$ cat src/rtl/midi_parser.sv
// MIDI byte-stream parser: pops a FWFT receive FIFO and emits complete channel-voice events.
// Define MIDI_PARSER_RUNNING_STATUS_EN to honour running status across messages.
module midi_parser #(
  parameter logic [15:0] CHANNEL_MASK = 16'hFFFF
) (
  input  logic       clk,
  input  logic       reset,
  input  logic [7:0] fifo_dout,
  input  logic       fifo_empty,
  output logic       fifo_rd_en,
  output logic       evt_valid,
  input  logic       evt_ready,
  output logic [2:0] evt_type,
  output logic [3:0] evt_channel,
  output logic [6:0] evt_data1,
  output logic [6:0] evt_data2
);

`ifdef MIDI_PARSER_RUNNING_STATUS_EN
  localparam bit RunningStatusEn = 1'b1;
`else
  localparam bit RunningStatusEn = 1'b0;
`endif

  typedef enum logic [1:0] {StWaitStatus, StWaitD1, StWaitD2} state_e;

  state_e     state_q, state_d;
  logic       rs_valid_q, rs_valid_d;
  logic [2:0] rs_type_q, rs_type_d;
  logic [3:0] rs_chan_q, rs_chan_d;
  logic [6:0] d1_q, d1_d;

  logic       evt_valid_q, evt_valid_d;
  logic [2:0] evt_type_q, evt_type_d;
  logic [3:0] evt_chan_q, evt_chan_d;
  logic [6:0] evt_d1_q, evt_d1_d;
  logic [6:0] evt_d2_q, evt_d2_d;

  logic       pop;
  logic       is_realtime, is_system, is_status;
  logic       take_d1, complete;
  logic [6:0] cmp_d1, cmp_d2;

  // A held, unaccepted event stalls the byte stream entirely.
  assign pop         = !reset && !fifo_empty && !(evt_valid_q && !evt_ready);
  assign is_realtime = (fifo_dout[7:3] == 5'h1F);
  assign is_system   = (fifo_dout[7:3] == 5'h1E);
  assign is_status   = fifo_dout[7] && (fifo_dout[7:4] != 4'hF);

  always_ff @(posedge clk) begin
    if (reset) begin
      state_q     <= StWaitStatus;
      rs_valid_q  <= 1'b0;
      rs_type_q   <= '0;
      rs_chan_q   <= '0;
      d1_q        <= '0;
      evt_valid_q <= 1'b0;
      evt_type_q  <= '0;
      evt_chan_q  <= '0;
      evt_d1_q    <= '0;
      evt_d2_q    <= '0;
    end else begin
      state_q     <= state_d;
      rs_valid_q  <= rs_valid_d;
      rs_type_q   <= rs_type_d;
      rs_chan_q   <= rs_chan_d;
      d1_q        <= d1_d;
      evt_valid_q <= evt_valid_d;
      evt_type_q  <= evt_type_d;
      evt_chan_q  <= evt_chan_d;
      evt_d1_q    <= evt_d1_d;
      evt_d2_q    <= evt_d2_d;
    end
  end

  always_comb begin
    state_d    = state_q;
    rs_valid_d = rs_valid_q;
    rs_type_d  = rs_type_q;
    rs_chan_d  = rs_chan_q;
    d1_d       = d1_q;
    take_d1    = 1'b0;
    complete   = 1'b0;
    cmp_d1     = d1_q;
    cmp_d2     = '0;
    if (pop && !is_realtime) begin
      if (is_system) begin
        rs_valid_d = 1'b0;
        state_d    = StWaitStatus;
      end else if (is_status) begin
        rs_valid_d = 1'b1;
        rs_type_d  = fifo_dout[6:4];
        rs_chan_d  = fifo_dout[3:0];
        state_d    = StWaitD1;
      end else begin
        unique case (state_q)
          StWaitStatus: take_d1 = RunningStatusEn && rs_valid_q;
          StWaitD1:     take_d1 = 1'b1;
          StWaitD2: begin
            complete = 1'b1;
            cmp_d2   = fifo_dout[6:0];
          end
          default:      state_d = StWaitStatus;
        endcase
        if (take_d1) begin
          d1_d   = fifo_dout[6:0];
          cmp_d1 = fifo_dout[6:0];
          if (rs_type_q == 3'd4 || rs_type_q == 3'd5) begin
            complete = 1'b1;
          end else begin
            state_d = StWaitD2;
          end
        end
        if (complete) begin
          state_d = StWaitStatus;
          if (!RunningStatusEn) rs_valid_d = 1'b0;
        end
      end
    end
  end

  always_comb begin
    evt_valid_d = evt_valid_q;
    evt_type_d  = evt_type_q;
    evt_chan_d  = evt_chan_q;
    evt_d1_d    = evt_d1_q;
    evt_d2_d    = evt_d2_q;
    if (evt_valid_q && evt_ready) evt_valid_d = 1'b0;
    if (complete && CHANNEL_MASK[rs_chan_q]) begin
      evt_valid_d = 1'b1;
      // Note-on with velocity 0 is reported as note-off.
      evt_type_d  = (rs_type_q == 3'd1 && cmp_d2 == 7'd0) ? 3'd0 : rs_type_q;
      evt_chan_d  = rs_chan_q;
      evt_d1_d    = cmp_d1;
      evt_d2_d    = cmp_d2;
    end
  end

  assign fifo_rd_en  = pop;
  assign evt_valid   = evt_valid_q;
  assign evt_type    = evt_type_q;
  assign evt_channel = evt_chan_q;
  assign evt_data1   = evt_d1_q;
  assign evt_data2   = evt_d2_q;

endmodule

$ cat config.mk
export PLATFORM = sky130hd
export DESIGN_NAME = midi_parser
export DESIGN_NICKNAME = d
export VERILOG_FILES = /design/src/rtl/midi_parser.sv
export SDC_FILE = /design/constraint.sdc
export NUM_CORES = 1
export LEC_CHECK = 0
export BUFFER_PORTS_ARGS = -buffer_cell sky130_fd_sc_hd__buf_2
export CAP_MARGIN = 20
export CORE_ASPECT_RATIO = 0.75
export CORE_MARGIN = 4
export CORE_UTILIZATION = 32
export CTS_CLUSTER_DIAMETER = 40
export DETAILED_ROUTE_END_ITERATION = 16
export HOLD_SLACK_MARGIN = 0.05
export SETUP_SLACK_MARGIN = 0.3
export SLEW_MARGIN = 20
export SYNTH_ARGS = -nofsm -noshare
export SYNTH_HDL_FRONTEND = slang
export SYNTH_SLANG_ARGS = --single-unit
$ cat constraint.sdc
create_clock -name clk -period 2.3 [get_ports clk]
set_input_delay 0.46 -clock clk [delete_from_list [all_inputs] [get_ports clk]]
set_output_delay 0.46 -clock clk [all_outputs]
set_load 0.02 [all_outputs]
==> results.json <==
{
  "outcome": "complete, no violations",
  "clk_path_buf_depth": 2,
  "fmax_mhz": 557,
  "synth-edff-count": 0,
  "path_cells": "nand4bb_1, a2111o_1, a22oi_1, nor2_1",
  "grt_max_degree": 40,
  "fin_crit_sh_pct": 78.0,
  "fp.dieW_um": 88.3,
  "root_buffer": "clkbuf_8",
  "wl_met3_um": 232,
  "clkPwrFrac_pct": 38.9,
  "wl_met2_mm": 1.54,
  "pwr-share-comb_pct": 6.8,
  "cts_tree": "built",
  "cp_slowest_cell": "a2111o_1",
  "holdWs_ps": 448,
  "synthCells": 159,
  "drt.antenna.violating_nets": 0,
  "clock_latency_ps": 290,
  "dieArea_um2": 6020,
  "place_ws_ps": 338,
  "ir_drop_uv": 303,
  "p_switching_uw": 301,
  "first_pass_iters": 4,
  "ys_seq_area_share_pct": 49.2,
  "setup_viol": 0,
  "fillers": 468,
  "worst_slack_ps": 505,
  "critPathMaxStageDelay_ps": 700,
  "ys_warn_count": 0,
  "clk_pin_slew_ps": 80,
  "core_area_um2": 4570,
  "final.setup.tns_ps": 0,
  "hpwl_mm": 2.59,
  "wirelength_mm": 3.66,
  "worst_slew_pin_slew_ps": 543,
  "antenna_found_initial": 0,
  "ctsHoldBuffers": 0,
  "path_class": "register to register",
  "via_per_inst": 4.89,
  "p_leak_uw": 0.000776,
  "dieHeight_um": 68.2,
  "syn_nets": 171,
  "post_cts_resize_count": 0,
  "swShare_pct": 24.2,
  "placementRows": 21,
  "htreeDepth": 2,
  "grt.total_usage_pct": 13.7,
  "gp_congestion": 0.756,
  "endpoint_kind": "register",
  "area_growth_pct": 22.0,
  "power.internal_uw": 943,
  "m1WireLength_mm": 1.84,
  "cts_buffers": 5,
  "avgSynthCellArea_um2": 9.73,
  "post_cts_buffers": 0,
  "rsz0062_at_grt": "no",
  "fin_nets": 209,
  "io_pins": 35,
  "drc": 0,
  "slew_headroom_pct": 63.8,
  "worst_ep_required_time_ps": 2480,
  "pwr_density_cell_nw_per_um2": 659,
  "grt_pass1_wl_mm": 6.03,
  "drive_gt1_share_pct": 28.8,
  "drv_cap": 0,
  "hold_class": "register to register",
  "io_buffers": 34,
  "wl_per_cell_um": 14.4,
  "vias": 1246,
  "synthArstFlopShare_pct": 0,
  "num_antenna_cells": 0,
  "ys_ff_latch": 38,
  "drtIter0Drc": 56,
  "path_max_fanout": 14,
  "cts_sinks": 38,
  "syn_area_um2": 1550,
  "hold_viol_final": 0,
  "grt_pass1_vias": 1187,
  "min_period_ps": 1800,
  "skew_ps": 5.92,
  "maxUsedRoutingLayer": "met4",
  "synthFlopType": "dfxtp_1",
  "grt_overflow": 0,
  "crit_arrival_ps": 1970,
  "synth_cell_types": 29,
  "pwr-share-seq_pct": 54.3,
  "initial_core_util_pct": 33.8,
  "slew_violations": 0,
  "start_kind": "register"
}
-- cell usage in the layout, fill, tap and decap left out, types with 2 or more instances in the layout --
| cell | instances |
|---|---|
| nand3_1 | 3 |
| mux2i_1 | 14 |
| a22oi_1 | 7 |
| inv_1 | 2 |
| nand2b_1 | 3 |
| buf_4 | 6 |
| dfxtp_1 | 38 |
| a21oi_1 | 9 |
| nor2_1 | 24 |
| clkbuf_8 | 6 |
| a211oi_1 | 7 |
| buf_2 | 34 |
| nor2b_1 | 7 |
| nand2_1 | 16 |
| mux2_2 | 6 |
-- sequential cells by signal, summed over array words and instances (netlist names) --
register     cells
rs_chan_q        4
rs_type_q        3
evt_data1        7
evt_channel      4
d1_q             7
evt_valid        1
state_q          2
evt_type         3
evt_data2        7
-- synthesized netlist by cell type, types with 2 or more instances --
library cell  number  share of area [%]
clkbuf_1           5                1.2
a21oi_1            9                2.9
a22oi_1            7                3.4
a211oi_1           7                3.4
nand2b_1           3                1.2
dfxtp_1           38                 49
nor2_1            24                5.8
buf_2              3               0.97
nor2b_1            7                2.8
inv_1              2               0.49
nand2_1           16                3.9
mux2_2             6                4.4
mux2i_1           14                9.1
nand3_1            3               0.97
-- power by group through the flow --
stage / combinational [uW] / clock (uW) / sequential, uW
2_1_floorplan: 49.7 / 0 / 689
3_3_place_gp: 85.2 / 0 / 690
3_5_place_dp: 86.4 / 0 / 691
4_1_cts: 86.1 / 495 / 675
5_1_grt: 93.2 / 534 / 677
6_report: 84.8 / 484 / 675
-- worst max-delay path, delay by kind of cell, from the launching register on --
kind / cells / cell delay, ps
compound gates: 2 / 970
flops: 1 / 350
simple gates: 2 / 350
-- final cells by class --
type / count / area, um2 / area share [%]
Sequential cell: 38 / 761 / 40.3
Multi-Input combinational cell: 110 / 737 / 39.1
Timing Repair Buffer: 40 / 215 / 11.4
Clock buffer: 6 / 82.6 / 4.38
Tap cell: 57 / 71.3 / 3.78
Clock inverter: 2 / 12.5 / 0.663
Inverter: 2 / 7.51 / 0.398
-- layer usage --
metal / GRT usage, % / vias up
met5: 0 / -
met4: 5.66 / 0
met3: 4.93 / 6
met2: 19.0 / 30
met1: 18.9 / 574
li1: - / 636
-- per-stage QoR --
stage	instances	power (uW)	util, %	instance area [um2]
floorplan	159	739	-	1550
global placement	247	775	39.2	1790
detailed placement	247	777	39.2	1790
CTS	255	1260	41.3	1890
global route	255	1300	41.3	1890
finish	255	1240	41.3	1890
-- worst paths after layout --
path | startpoint | to | slack (ps) | cells after the start
setup / recovery | rs_type_q[1] | evt_data2[4] | 500 | 4
hold / removal | rs_chan_q[2] | evt_channel[2] | 450 | 2
setup reg to reg | rs_type_q[1] | evt_data2[4] | 500 | 4
hold reg to reg | rs_chan_q[2] | evt_channel[2] | 450 | 2
-- logic make-up (layout without fill, tap and decap cells) --
logic type / count (synthesis) / after routing / share of synthesized area (%)
AND/OR/NAND/NOR: 61 / 61 / 19.9
flip-flops: 38 / 38 / 49.2
multiplexers: 21 / 21 / 14.2
buffers and inverters: 11 / 50 / 3.16
AO/OA/AOI/OAI: 28 / 28 / 13.6
(Power assumes the default switching activity.)
